File: config.mk
export PLATFORM = sky130hd
export DESIGN_NAME = bcd_count_scan
export DESIGN_NICKNAME = d
export VERILOG_FILES = /design/src/rtl/bcd_count_scan_pkg.sv /design/src/rtl/bcd_count_scan_digit.sv /design/src/rtl/bcd_count_scan.sv
export SDC_FILE = /design/constraint.sdc
export NUM_CORES = 1
export LEC_CHECK = 0
export CAP_MARGIN = 20
export CORE_MARGIN = 3
export CORE_UTILIZATION = 59
export CTS_CLUSTER_DIAMETER = 40
export DETAILED_ROUTE_END_ITERATION = 16
export PLACE_DENSITY = 0.9
export SYNTH_ARGS = -nofsm -noshare
export SYNTH_HDL_FRONTEND = slang
export SYNTH_SLANG_ARGS = --single-unit
File: constraint.sdc
create_clock -name clk -period 2.71 [get_ports clk]
set_clock_uncertainty 0.05 [all_clocks]
set_input_delay 0.4065 -clock clk [delete_from_list [all_inputs] [get_ports clk]]
set_output_delay 0.4065 -clock clk [all_outputs]
set_load 0.01 [all_outputs]
File: src/rtl/bcd_count_scan_pkg.sv
// Shared constants for the four-digit BCD counter with multiplexed display scan.
package bcd_count_scan_pkg;

    localparam int         NUM_DIGITS = 4;
    localparam int         BCD_W      = 4;
    localparam logic [3:0] AN_RESET   = 4'b1110;

    // Active-low one-hot digit select for a 2-bit digit index.
    function automatic logic [3:0] an_decode(input logic [1:0] idx);
        return ~(4'b0001 << idx);
    endfunction

endpackage

File: src/rtl/bcd_count_scan_digit.sv
// Single decade counter (0..9) with ripple carry/borrow; out-of-range values
// are treated as the wrap point so a corrupted digit recovers on the next step.
module bcd_digit
    import bcd_count_scan_pkg::*;
(
    input  logic             clk,
    input  logic             rst_n,
    input  logic             step,
    input  logic             up,
    input  logic             clr,
    input  logic             cin,
    output logic [BCD_W-1:0] digit,
    output logic             cout
);

    logic [BCD_W-1:0] digit_q;
    logic [BCD_W-1:0] digit_d;
    logic             at_limit;

    always_comb begin
        at_limit = up ? (digit_q >= 4'd9) : ((digit_q == 4'd0) || (digit_q > 4'd9));
        cout     = cin & at_limit;
        digit_d  = digit_q;
        if (clr) begin
            digit_d = '0;
        end else if (step && cin) begin
            if (at_limit) begin
                digit_d = up ? 4'd0 : 4'd9;
            end else begin
                digit_d = up ? (digit_q + 4'd1) : (digit_q - 4'd1);
            end
        end
    end

    always_ff @(posedge clk or negedge rst_n) begin
        if (!rst_n) begin
            digit_q <= '0;
        end else begin
            digit_q <= digit_d;
        end
    end

    assign digit = digit_q;

endmodule

File: src/rtl/bcd_count_scan.sv
// Four-digit BCD up/down counter stepped by a prescaler, with a free-running
// scan that multiplexes the digits onto one BCD output for a 7-segment driver.
module bcd_count_scan
    import bcd_count_scan_pkg::*;
#(
    parameter int TICK_DIV = 50_000_000,
    parameter int SCAN_DIV = 50_000
) (
    input  logic        clk,
    input  logic        rst_n,
    input  logic        en,
    input  logic        clr,
    input  logic        up,
    output logic [15:0] count,
    output logic [3:0]  bcd_out,
    output logic [3:0]  an,
    output logic        tick,
    output logic        carry
);

    localparam int            TW       = $clog2(TICK_DIV);
    localparam int            SW       = $clog2(SCAN_DIV);
    localparam logic [TW-1:0] TICK_MAX = TW'(TICK_DIV - 1);
    localparam logic [SW-1:0] SCAN_MAX = SW'(SCAN_DIV - 1);

    logic [TW-1:0]           tick_cnt_q, tick_cnt_d;
    logic [SW-1:0]           scan_cnt_q, scan_cnt_d;
    logic [1:0]              digit_idx_q, digit_idx_d;
    logic [3:0]              an_q, an_d;
    logic [BCD_W-1:0]        bcd_out_q, bcd_out_d;
    logic                    tick_q, tick_d;
    logic                    carry_q, carry_d;
    logic                    step;
    logic [NUM_DIGITS:0]     chain;
    logic [NUM_DIGITS*BCD_W-1:0] count_w;

    // clr wins over a step landing on the same edge, which also kills tick/carry.
    assign step     = en & ~clr & (tick_cnt_q == TICK_MAX);
    assign chain[0] = 1'b1;

    for (genvar i = 0; i < NUM_DIGITS; i++) begin : g_digit
        bcd_digit u_digit (
            .clk   (clk),
            .rst_n (rst_n),
            .step  (step),
            .up    (up),
            .clr   (clr),
            .cin   (chain[i]),
            .digit (count_w[i*BCD_W +: BCD_W]),
            .cout  (chain[i+1])
        );
    end

    always_comb begin
        tick_cnt_d = tick_cnt_q;
        if (clr) begin
            tick_cnt_d = '0;
        end else if (en) begin
            tick_cnt_d = (tick_cnt_q == TICK_MAX) ? '0 : (tick_cnt_q + 1'b1);
        end

        scan_cnt_d  = (scan_cnt_q == SCAN_MAX) ? '0 : (scan_cnt_q + 1'b1);
        digit_idx_d = (scan_cnt_q == SCAN_MAX) ? (digit_idx_q + 2'd1) : digit_idx_q;

        // Both display outputs come from the same index so they never disagree.
        an_d      = an_decode(digit_idx_q);
        bcd_out_d = count_w[{digit_idx_q, 2'b00} +: BCD_W];

        tick_d  = step;
        carry_d = step & chain[NUM_DIGITS];
    end

    always_ff @(posedge clk or negedge rst_n) begin
        if (!rst_n) begin
            tick_cnt_q  <= '0;
            scan_cnt_q  <= '0;
            digit_idx_q <= '0;
            an_q        <= AN_RESET;
            bcd_out_q   <= '0;
            tick_q      <= 1'b0;
            carry_q     <= 1'b0;
        end else begin
            tick_cnt_q  <= tick_cnt_d;
            scan_cnt_q  <= scan_cnt_d;
            digit_idx_q <= digit_idx_d;
            an_q        <= an_d;
            bcd_out_q   <= bcd_out_d;
            tick_q      <= tick_d;
            carry_q     <= carry_d;
        end
    end

    assign count   = count_w;
    assign bcd_out = bcd_out_q;
    assign an      = an_q;
    assign tick    = tick_q;
    assign carry   = carry_q;

endmodule

* Yosys cells after proc, flatten, opt, wreduce, memory -nomap -nowiden
Cells that the tools add are included.
** Word-level totals
- Register bits :: 70
- Input port bits :: 5
- Output and inout port bits :: 26
- Logic and storage cells :: 83
** Cells by class
- Add/sub/neg operators :: 11
- Order comparisons :: 8
- Equality and inequality tests :: 2
- Shifts and indexed selects :: 2
- Multiplexer cells :: 25
- Bitwise logic cells :: 8
- Reduce and logical (&&, ||, !) cells :: 16
** Operators by type and width (count)
- 26-bit 2-to-1 mux :: 3
- 4-bit 2-to-1 mux :: 17
- 26-bit by 1-bit adder with 26-bit output, second input constant :: 1
- 26-bit == test, second input constant :: 1
- 16-bit by 1-bit adder with 16-bit output, second input constant :: 1
- 4-bit by 1-bit adder with 4-bit output, second input constant :: 4
- 16-bit == test, second input constant :: 1
- 4-bit >= comparator, second input constant :: 4
- 4-bit > comparator, second input constant :: 4
- 4-bit zero test :: 4
- 16-bit 2-to-1 mux :: 1
- 16-bit by 5-bit indexed part select with 4-bit output :: 1
- 4-bit by 1-bit subtractor with 4-bit output, second input constant :: 4
- 2-bit nonzero test :: 5
- 1-bit AND :: 6
- 1-bit logical OR :: 4
- 1-bit 2-to-1 mux :: 4
- 4-bit inverter :: 1
- 1-bit by 2-bit << shifter with 4-bit output, first input constant :: 1
- 1-bit logical AND :: 3
- 2-bit by 1-bit adder with 2-bit output, second input constant :: 1
- 1-bit inverter :: 1

* Depth between registers and ports, before layout
Gate-level depths: netlist (run 1).
- Word-level depth :: 8
- Gate-level depth with buffers :: 8

* Cells and area by module
Synthesis (run 1) repeated with hierarchy kept, for this count alone.
** Second synthesis, totals
- Cell total of the unflattened synthesis :: 459
- Area total of the unflattened synthesis :: 4330.4 um2
** Modules (own cells, without submodules)
- bcd_count_scan :: times used 1, cells an instance 292, area each 2914.0 um2, sequential area each 1355.0 um2
- bcd_digit (g_digit[0].u_digit ...) :: times used 3, cells an instance 41, area each 351.6 um2, sequential area each 100.1 um2
- bcd_digit (g_digit[1].u_digit) :: times used 1, cells an instance 44, area each 361.6 um2, sequential area each 100.1 um2

* Worst setup path after synthesis (run 1)
OpenSTA, ideal clock, no wires.
- Path kind :: input -> register
- From :: in up
- To :: reg g_digit[2].u_digit.digit_q[3]
- Library setup time :: 0.132 ns
- Arrival :: 2.320 ns
- Required time :: 2.528 ns
- Slack :: 0.208 ns
- Stages on the path :: 8
- Path buffers :: 1
- Cells stage by stage :: buf_2 -> clkinv_1 -> ha_1 -> a21o_1 -> a21oi_1 -> mux2_2 -> a221oi_1 -> mux2i_1
** Between the ends
- Cells in the longest elaborated chain, start to end :: 4
- Elaborated cells between the ends (all ways) :: 11
- Classes of those cells :: mux (8); bitwise (1); reduce/logical (2)
** RTL lines
- from (decl) :: line bcd_count_scan.sv:13 : input logic up,
- 4-bit 2-to-1 mux (tied with other cells) :: line bcd_count_scan_digit.sv:30 : digit_d = up ? (digit_q + 4'd1) : (digit_q - 4'd1);
- 4-bit 2-to-1 mux or 1-bit AND (tied branches) :: line bcd_count_scan_digit.sv:27, bcd_count_scan_digit.sv:22
- 4-bit 2-to-1 mux or 1-bit logical AND (tied branches) :: line bcd_count_scan_digit.sv:26 : end else if (step && cin) begin
- 4-bit 2-to-1 mux or 2-bit nonzero test (tied branches)
- to (signal assigned) :: line bcd_count_scan_digit.sv:39 : digit_q <= digit_d;
- to (decl) :: line bcd_count_scan_digit.sv:16 : logic [BCD_W-1:0] digit_q;
Parallel ways exist; a longest one is shown, timed or not. The select of a mux whose other input is x is not followed.
A chain may end at the register's enable or synchronous reset.

* Worst setup path in the final report (run 1)
- From :: in up
- To :: reg g_digit[3].u_digit.digit_q[3]
** Between the ends
- Cells in the longest elaborated chain, start to end :: 5
- Elaborated cells between the ends (all ways) :: 13
- Classes of those cells :: mux (9); bitwise (2); reduce/logical (2)
** RTL lines
- 1-bit 2-to-1 mux :: line bcd_count_scan_digit.sv:21 : at_limit = up ? (digit_q >= 4'd9) : ((digit_q == 4'd0) || (digit_q > 4'd9));
- 1-bit AND (2 in a row) :: line bcd_count_scan_digit.sv:22 : cout = cin & at_limit;
- 1-bit logical AND :: line bcd_count_scan_digit.sv:26
- 2-bit nonzero test (no line)
- to (signal assigned) :: line bcd_count_scan_digit.sv:39
- to (decl) :: line bcd_count_scan_digit.sv:16
Parallel ways exist; a longest one is shown, timed or not. The select of a mux whose other input is x is not followed.

==> results.txt, run 1 <==
DRC viols -> 0
initial detailed-routing violation count -> 271
cts hold-fix bufs -> 0
Worst Max-Slew Pin Slew -> 0.8800 ns
Slew Viols, Final -> 0
GR Util All Layers -> 24.74%
type of origin of the critical path -> input port
WL final -> 9561 um
Max Cap Violations -> 0
period utilisation layout -> 90.64%
gpl congestion -> 0.9212
row cnt -> 30
first-pass GRT wire length -> 16,480 um
prevailing post-synth register cell -> dfrtp_1
crit-path leading delay family -> compound AO/OA/AOI/OAI gates
syn nets -> 457
fin area -> 4911 sq um
Final min period -> 2.456 ns
worst-path cell chain -> clkdlybuf4s50_1 -> clkinv_1 -> buf_4 -> ha_1 -> a21o_1 -> a21oi_1 -> xnor2_1 -> o32ai_1 -> a2111oi_0
pre-CTS WS -> -0.09566 ns
CP max FO -> 8
Critical Path Max Stage Delay -> 0.51 ns
largest net degree at the start of global routing -> 71
adder-cell area share of the yosys netlist -> 6.080%
slowest cell on the critical path -> clkdlybuf4s50_1
P per Cell Area -> 434.5 nW/um^2
Post-Layout Cell Count -> 581
setup violators final -> 0
# diodes -> 0
R2R Path Start -> tick_cnt_q[0]$_DFFE_PN0P_
sequential area share after synthesis -> 41.82%
dpl cell area -> 4688 sq um
crit path capture type -> flop
vias in the first global route -> 3,524
initial core utilization -> 61.45%
# nets final -> 503
yosys warns -> 0
CTS sink count -> 70
highest metal used -> met4
Synth top area share -> 39.94%
core area -> 6832 sq um
IO Pins -> 31
combinational family with the most area after synthesis -> simple AND/OR/NAND/NOR gates
1st-pass router iterations -> 4
clock latency on the worst-skew pair -> 0.35 ns
clock slew at reported path FFs -> 0.08 ns
mux share of post-synthesis cell area -> 4.829%
Synth Area in Simple Gates -> 23.67%
# Post-CTS Setup Buffers -> 0
complex-gate fraction of the synthesized area -> 14.81%
cell area after technology mapping -> 4198 sq um
commonest non-fill, non-tap cell in the layout -> dfrtp_1
post-route ant nets -> 0
clk root buf -> clkbuf_8
status -> complete, no violations
die span in y -> 90.35 um
DP HPWL -> 6615 um
Fillers -> 476
Arr. time, crit path -> 2.62 ns
Gate Count Post-Synth -> 434
initial antenna violation count -> 0
utilization after layout -> 71.89%
area delta synth->final -> 16.99%
Yosys top cell by area -> dfrtp_1
RSZ-0062 raised after global routing -> no
synth top area cells -> dfrtp_1, ha_1, nor2_1, a21oi_1, o21ai_0
Die Width -> 90.35 um
Hold Path Class -> in -> async
dpl cells -> 565
routed len/inst -> 16.46 um
post_cts resized -> 0
H-tree Lvls -> 3
Required @ worst endpoint -> 2.87 ns
xor/xnor cell area share of the yosys netlist -> 4.590%
most frequent cells in the layout -> dfrtp_1, nor2_1, clkdlybuf4s50_1
Longest Clk Path Bufs -> 2
achievable frequency -> 407.1 MHz
minimum hold slack -> 0.2036 ns
Post-Syn Area per Cell -> 9.672 sq um
WP buf/inv -> 3
gr ovfl total -> 0
Distinct cells, synth -> 65
WL met1 -> 4156 um
final worst slack -> 0.2536 ns
routed wl met2 -> 4721 um
Final Hold Viols -> 0
fraction of registers with async set/reset -> 100.0%
drt via density -> 6.155
Leak -> 2.117 nW
synthesized flop and latch total -> 70
cts bufs inserted -> 9
maximum VDD drop -> 250.9 uV
die area -> 8163 sq um
input/output buffers -> 30
slew margin rel. -> 41.33%
Crit Path Class -> in -> reg
routed via count -> 3,576
CTS tree -> done
Crit. Startpoint -> up
layout cell share with drive strength beyond 1 -> 13.61%
met3 wire len -> 380 um
Post-synth EDFFs -> 0
sequential cells by signal (all words and copies together), names as in the netlist:
name / cells
tick: 1
tick_cnt_q: 26
an: 4
carry: 1
bcd_out: 4
digit_idx_q: 2
g_digit.u_digit.digit: 16
scan_cnt_q: 16
final timing paths:
kind	endpoint	slack, ns	cells after the start
min	g_digit[0].u_digit.digit[1]$_DFFE_PN0P_	0.20	2
min reg2reg	scan_cnt_q[0]$_DFF_PN0_	0.44	1
max in group asynchronous	tick_cnt_q[18]$_DFFE_PN0P_	1.83	2
max reg2reg	g_digit[3].u_digit.digit[2]$_DFFE_PN0P_	0.31	6
max	g_digit[3].u_digit.digit[3]$_DFFE_PN0P_	0.25	9
min in group clk	scan_cnt_q[0]$_DFF_PN0_	0.44	1
synthesized netlist by cell type, types with 7 or more instances:
cell type  count
nor3_1        19
ha_1          14
xnor2_1        9
xor2_1        13
and3_1         8
nor2_1        34
a31oi_1        7
a21oi_1       24
nand2_1       26
o21ai_0       23
mux2i_1        9
a21o_1        14
nand4_1       11
dfrtp_1       67
nand3_1       21
clkbuf_1       8
inv_1         25
a22o_1         7
per-stage QoR:
| stage | setup TNS (ns) | power (mW) |
|---|---|---|
| after floorplan | 0 | 1.138 |
| after global placement | 0 | 1.192 |
| after detailed placement | -0.09566 | 1.198 |
| after CTS | 0 | 2.141 |
| after global routing | 0 | 2.206 |
| final | 0 | 2.134 |
report_power, final:
group          leakage (nW)  internal (mW)  switching [mW]  total [mW]
combinational          1.06         0.0453          0.0825       0.128
sequential            0.952           1.05         0.00353        1.05
clock                 0.108          0.540           0.416       0.956
per-layer routing:
metal	vias to the layer above	track usage, %
met2	113	40.88
li1	1670	-
met3	34	3.833
met1	1759	31.78
met5	-	0
met4	0	12.24
cell type report:
class / count / area, sq um / area share (%)
Multi-Input combinational cell: 323 / 2270 / 46.22
Clock buffer: 10 / 137.6 / 2.803
Timing Repair Buffer: 50 / 445.4 / 9.070
Tap cell: 96 / 120.1 / 2.446
Inverter: 26 / 97.59 / 1.987
Clock inverter: 6 / 85.08 / 1.732
Sequential cell: 70 / 1755 / 35.75
cells by family (layout without fill, tap and decap cells):
family | after synthesis | count (layout)
simple gates | 171 | 171
compound gates | 97 | 97
flops | 70 | 70
buf+inv | 41 | 92
xor+xnor | 22 | 22
fa+ha+maj | 18 | 18
mux | 15 | 15
Power figures use the tool's default switching activity.
==> run 2: changes to the inputs <==
- RECOVER_POWER: unset -> 25
- SKIP_LAST_GASP: unset -> 1
==> results.txt, run 2 (same netlist as run 1, synthesis figures left out) <==
Slew Viols, Final -> 71 (+71)
Leak -> 2.116 nW (about the same)
pre-CTS WS -> -0.09566 ns (unchanged)
Crit Path Class -> in -> reg
post-route ant nets -> 0 (unchanged)
Post-Layout Cell Count -> 581 (unchanged)
Fillers -> 477 (+0.21%)
first-pass GRT wire length -> 16,480 um (unchanged)
dpl cell area -> 4688 sq um (unchanged)
initial detailed-routing violation count -> 271 (unchanged)
layout cell share with drive strength beyond 1 -> 13.61% (unchanged)
row cnt -> 30 (unchanged)
Max Cap Violations -> 1 (+1)
min-delay src -> scan_cnt_q[0]$_DFF_PN0_
routed via count -> 3,577 (+0.028%)
largest net degree at the start of global routing -> 71 (unchanged)
initial antenna violation count -> 0 (unchanged)
clock latency on the worst-skew pair -> 0.35 ns (about the same)
vias in the first global route -> 3,524 (unchanged)
worst-path cell chain -> clkdlybuf4s50_1 -> clkinv_1 -> buf_4 -> ha_1 -> a21o_1 -> a21oi_1 -> xnor2_1 -> o32ai_1 -> a2111oi_0
RSZ-0062 raised after global routing -> no
Final min period -> 2.456 ns (unchanged)
die span in y -> 90.35 um (unchanged)
Critical Path Max Stage Delay -> 0.51 ns (about the same)
Die Width -> 90.35 um (unchanged)
DP HPWL -> 6615 um (unchanged)
gr ovfl total -> 0 (unchanged)
drt via density -> 6.157 (about the same)
H-tree Lvls -> 3 (unchanged)
die area -> 8163 sq um (unchanged)
clock slew at reported path FFs -> 0.08 ns (about the same)
Hold Path Class -> reg -> reg
slew margin rel. -> -14.65% (-56 points)
cts bufs inserted -> 9 (unchanged)
dpl cells -> 565 (unchanged)
CP max FO -> 8 (unchanged)
# nets final -> 503 (unchanged)
maximum VDD drop -> 250.9 uV (about the same)
period utilisation layout -> 90.64% (unchanged)
GR Util All Layers -> 24.74% (unchanged)
area used by multi-input combinational logic -> 2270 sq um (unchanged)
input/output buffers -> 30 (unchanged)
type of origin of the critical path -> input port
Min-Delay Path Depth -> 1
final worst slack -> 0.2536 ns (unchanged)
Tot Pwr -> 2.134 mW (about the same)
Top reg by flops -> tick_cnt_q
failing checks -> capacitance limit, slew limit
Longest Clk Path Bufs -> 2 (unchanged)
flop2flop setup slack -> 0.31 ns (about the same)
most frequent cells in the layout -> dfrtp_1, nor2_1, clkdlybuf4s50_1
Reg2Reg Depth -> 6 (unchanged)
core area -> 6832 sq um (unchanged)
slowest cell on the critical path -> clkdlybuf4s50_1
fin area -> 4908 sq um (about the same)
routed len/inst -> 16.45 um (about the same)
# diodes -> 0 (unchanged)
Register Area -> 1755 sq um (unchanged)
1st-pass router iterations -> 4 (unchanged)
IO Pins -> 31 (unchanged)
end of the worst register-to-register path -> g_digit[3].u_digit.digit[2]$_DFFE_PN0P_
setup violators final -> 0 (unchanged)
Worst Max-Slew Pin Slew -> 1.720 ns (+0.8398 ns)
post_cts resized -> 0 (unchanged)
initial core utilization -> 61.45% (unchanged)
CTS tree -> done
max reg flops -> 26 (unchanged)
cts hold-fix bufs -> 0 (unchanged)
crit path capture type -> flop
CTS sink count -> 70 (unchanged)
WL final -> 9556 um (about the same)
area delta synth->final -> 16.93% (about the same)
P per Cell Area -> 434.7 nW/um^2 (about the same)
achievable frequency -> 407.1 MHz (unchanged)
Worst Hold End -> scan_cnt_q[0]$_DFF_PN0_
# Post-CTS Setup Buffers -> 0 (unchanged)
DRC viols -> 0 (unchanged)
Final Hold Viols -> 0 (unchanged)
status -> finished, violations left
gpl congestion -> 0.9212 (unchanged)
commonest non-fill, non-tap cell in the layout -> dfrtp_1
Arr. time, crit path -> 2.62 ns (about the same)
clk root buf -> clkbuf_8
Required @ worst endpoint -> 2.87 ns (about the same)
R2R Path Start -> tick_cnt_q[0]$_DFFE_PN0P_
-- run 2: cell types whose count changed in the layout (fill, tap and decap cells not counted) --
cell / before / now
buf_4: 20 / 19
clkbuf_2: 0 / 1
-- run 2: power breakdown --
part | internal, mW | switching [mW]
logic | 0.0448 | 0.0824
registers | 1.05 | 0.00353
clock network | 0.540 | 0.416
-- run 2: routing by layer --
metal | track usage [%] | part of all wire, %
met1 | 31.78 | 43
met2 | 40.88 | 49
met3 | 3.833 | 4.0
met4 | 12.24 | 3.2
met5 | 0 | 0
-- run 2: area by class of cell --
cell class,instances,share of cell area (%)
repair buffers,50,9.024
multi-input cells,323,46.24
clock buffers,10,2.804
well taps,96,2.447
flip-flops and latches,70,35.76
clock inverters,6,1.733
inverters,26,1.988
-- run 2: critical path, delay by kind of cell --
kind / cells / cell delay (ns)
AO/OA/AOI/OAI: 4 / 0.90
buffers and inverters: 3 / 0.85
adder cells (fa/ha/maj): 1 / 0.29
XOR/XNOR: 1 / 0.16
-- run 2: how the worst max path moves through the flow --
stage / from / end / slack [ns] / cells after the start
after detailed placement: up / g_digit[3].u_digit.digit[3]$_DFFE_PN0P_ / -0.1 / 9
after CTS: up / g_digit[3].u_digit.digit[3]$_DFFE_PN0P_ / 0.27 / 9
after floorplan: up / g_digit[2].u_digit.digit[3]$_DFFE_PN0P_ / 0.21 / 8
final: up / g_digit[3].u_digit.digit[3]$_DFFE_PN0P_ / 0.25 / 9
after global placement: up / g_digit[3].u_digit.digit[2]$_DFFE_PN0P_ / 0.08 / 7
after global routing: up / g_digit[3].u_digit.digit[3]$_DFFE_PN0P_ / 0.02 / 9
-- run 2: through the flow --
stage	util (%)	hold slack, ns	TNS [ns]
6_report	71.85	0.4409	0
5_1_grt	71.85	0.4736	0
4_1_cts	71.89	0.2337	0
3_5_place_dp	68.63	0.4271	-0.09566
3_3_place_gp	68.63	0.4168	0
2_1_floorplan	-	0.06091	0
==> run 3: changes to the inputs <==
- clock period: 2.71 -> 2.5 ns (I/O delays scaled with it)
==> results.txt, run 3 (same netlist as run 1, synthesis figures left out) <==
# diodes -> 0 (unchanged)
CTS sink count -> 70 (unchanged)
Hold Path Class -> reg -> reg
cts bufs inserted -> 9 (unchanged)
Max Cap Violations -> 0 (-1)
post-route ant nets -> 0 (unchanged)
crit path capture type -> flop
Sw Ratio -> 23.77% (+0.22 points)
initial core utilization -> 61.45% (unchanged)
DP HPWL -> 7273 um (+10%)
dpl cell area -> 4788 sq um (+2.1%)
period utilisation layout -> 98.21%
P per Cell Area -> 467.1 nW/um^2 (+7.5%)
clk root buf -> clkbuf_8
utilization after layout -> 73.68% (+1.8 points)
slew margin rel. -> 7.855% (+23 points)
switching power -> 558.9 uW (+11%)
worst-path cell chain -> ha_2 -> and3_1 -> nand4_1 -> or4_4 -> or4_1 -> a21oi_1
area used by multi-input combinational logic -> 2277 sq um (+0.33%)
Fillers -> 469 (-1.7%)
Tot Pwr -> 2.351 mW (+10%)
final worst slack -> 0.04468 ns (-0.2090 ns)
Top reg by flops -> tick_cnt_q
CP max FO -> 6 (-2)
final setup TNS -> 0 ns (unchanged)
Worst Max-Slew Pin Slew -> 1.382 ns (-0.3376 ns)
row cnt -> 30 (unchanged)
initial detailed-routing violation count -> 296 (+9.2%)
die span in y -> 90.35 um (unchanged)
Crit Path Class -> reg -> reg
# Post-CTS Setup Buffers -> 0 (unchanged)
initial antenna violation count -> 0 (unchanged)
commonest non-fill, non-tap cell in the layout -> dfrtp_1
slowest cell on the critical path -> or4_4
Critical Path Max Stage Delay -> 0.55 ns (+0.04 ns)
pre-CTS WS -> -0.2045 ns (-0.1088 ns)
core area -> 6832 sq um (unchanged)
Int Power -> 1.792 mW (+9.9%)
GR Util All Layers -> 26.51% (+1.8 points)
Clock power frac -> 44.8% (about the same)
routed len/inst -> 17.64 um (+7.2%)
drt via density -> 6.215 (+0.94%)
input/output buffers -> 30 (unchanged)
clock slew at reported path FFs -> 0.09 ns (about the same)
Die Width -> 90.35 um (unchanged)
layout cell share with drive strength beyond 1 -> 15.52% (+1.9 points)
H-tree Lvls -> 3 (unchanged)
gpl congestion -> 0.9610 (+4.3%)
gr ovfl total -> 0 (unchanged)
vias in the first global route -> 3,600 (+2.2%)
IO Pins -> 31 (unchanged)
type of origin of the critical path -> flop
RSZ-0062 raised after global routing -> no
Seq pwr share -> 48.4% (-0.8 points)
setup violators final -> 0 (unchanged)
CTS tree -> done
largest net degree at the start of global routing -> 48 (-32%)
min-delay src -> scan_cnt_q[0]$_DFF_PN0_
routed via count -> 3,679 (+2.9%)
status -> complete, no violations
DRC viols -> 0 (unchanged)
fin area -> 5034 sq um (+2.5%)
Required @ worst endpoint -> 2.73 ns (-0.14 ns)
Final Hold Viols -> 0 (unchanged)
area delta synth->final -> 19.91%
WL final -> 10,440 um (+9.3%)
Crit. Startpoint -> tick_cnt_q[0]$_DFFE_PN0P_
# nets final -> 514 (+2.2%)
Longest Clk Path Bufs -> 2 (unchanged)
maximum VDD drop -> 284.3 uV (+13%)
Gate power share -> 6.7% (+0.7 points)
clock latency on the worst-skew pair -> 0.36 ns (about the same)
Leak -> 2.182 nW (+3.1%)
achievable frequency -> 407.3 MHz
Arr. time, crit path -> 2.68 ns (+0.06 ns)
Slew Viols, Final -> 0 (-100%)
1st-pass router iterations -> 5 (+1)
Register Area -> 1755 sq um (unchanged)
most frequent cells in the layout -> dfrtp_1, nor2_1, clkdlybuf4s50_1
Final min period -> 2.455 ns
R2R Path Start -> tick_cnt_q[0]$_DFFE_PN0P_
max reg flops -> 26 (unchanged)
die area -> 8163 sq um (unchanged)
first-pass GRT wire length -> 17,490 um (+6.1%)
-- run 3: changes by cell type in the layout (fill, tap and decap cells not counted) --
| cell | change |
|---|---|
| ha_2 | +1 |
| nor3_2 | +1 |
| dlygate4sd3_1 | +1 |
| buf_4 | +9 |
| inv_6 | +2 |
| clkinv_4 | +1 |
| ha_1 | -1 |
| buf_2 | -1 |
| buf_12 | +2 |
| nor3_1 | -1 |
| clkinv_2 | -1 |
| clkbuf_1 | +1 |
| clkinvlp_4 | -2 |
| clkbuf_2 | -1 |
-- run 3: path summary, 6_finish.rpt --
kind / endpoint / slack [ns] / cells after the start
max in group asynchronous: an[2]$_DFF_PN1_ / 0.65 / 3
worst max-delay path: g_digit[3].u_digit.digit[2]$_DFFE_PN0P_ / 0.04 / 6
min in group asynchronous: tick_cnt_q[5]$_DFFE_PN0P_ / 0.81 / 2
worst max register to register: g_digit[3].u_digit.digit[2]$_DFFE_PN0P_ / 0.04 / 6
worst min register to register: scan_cnt_q[0]$_DFF_PN0_ / 0.44 / 1
worst min-delay path: scan_cnt_q[0]$_DFF_PN0_ / 0.44 / 1
-- run 3: through the flow --
stage	instances	hold slack (ns)
final	592	0.4433
after global routing	592	0.4749
after CTS	592	0.4481
after detailed placement	575	0.3461
after global placement	575	0.3382
after floorplan	434	0.02941
-- run 3: final cells by class --
type	instances	area share (%)
Inverter	26	1.939
Multi-Input combinational cell	323	45.24
Clock inverter	6	1.815
Sequential cell	70	34.87
Clock buffer	10	2.734
Tap cell	96	2.386
Timing Repair Buffer	61	11.01
-- run 3: power by group through the flow --
| stage | clock, mW | combinational (mW) | sequential, mW |
|---|---|---|---|
| final | 1.05 | 0.158 | 1.14 |
| after global routing | 1.12 | 0.173 | 1.14 |
| after CTS | 1.06 | 0.157 | 1.14 |
| after detailed placement | 0 | 0.154 | 1.16 |
| after global placement | 0 | 0.147 | 1.16 |
| after floorplan | 0 | 0.0737 | 1.16 |
-- run 3: what timing repair did --
action,in CTS,in global routing
endpoints found under the hold margin,23,0
hold buffers,1,0
setup endpoints to repair,0,4
gates resized for setup,0,2
-- run 3: critical path: cells and delay by family (launching register included) --
family,cells,cell delay (ns)
adder cells (fa/ha/maj),1,0.27
AND/OR/NAND/NOR,4,1.42
flip-flops,1,0.46
AO/OA/AOI/OAI,1,0.16
-- run 3: metal layers --
metal  wire length [um]  vias up  global-route usage, %
li1                   -     1694                      -
met1               4326     1810                  32.67
met2               5246      148                  45.80
met3                563       27                  4.417
met4                304        0                  11.73
met5                  0        -                      0
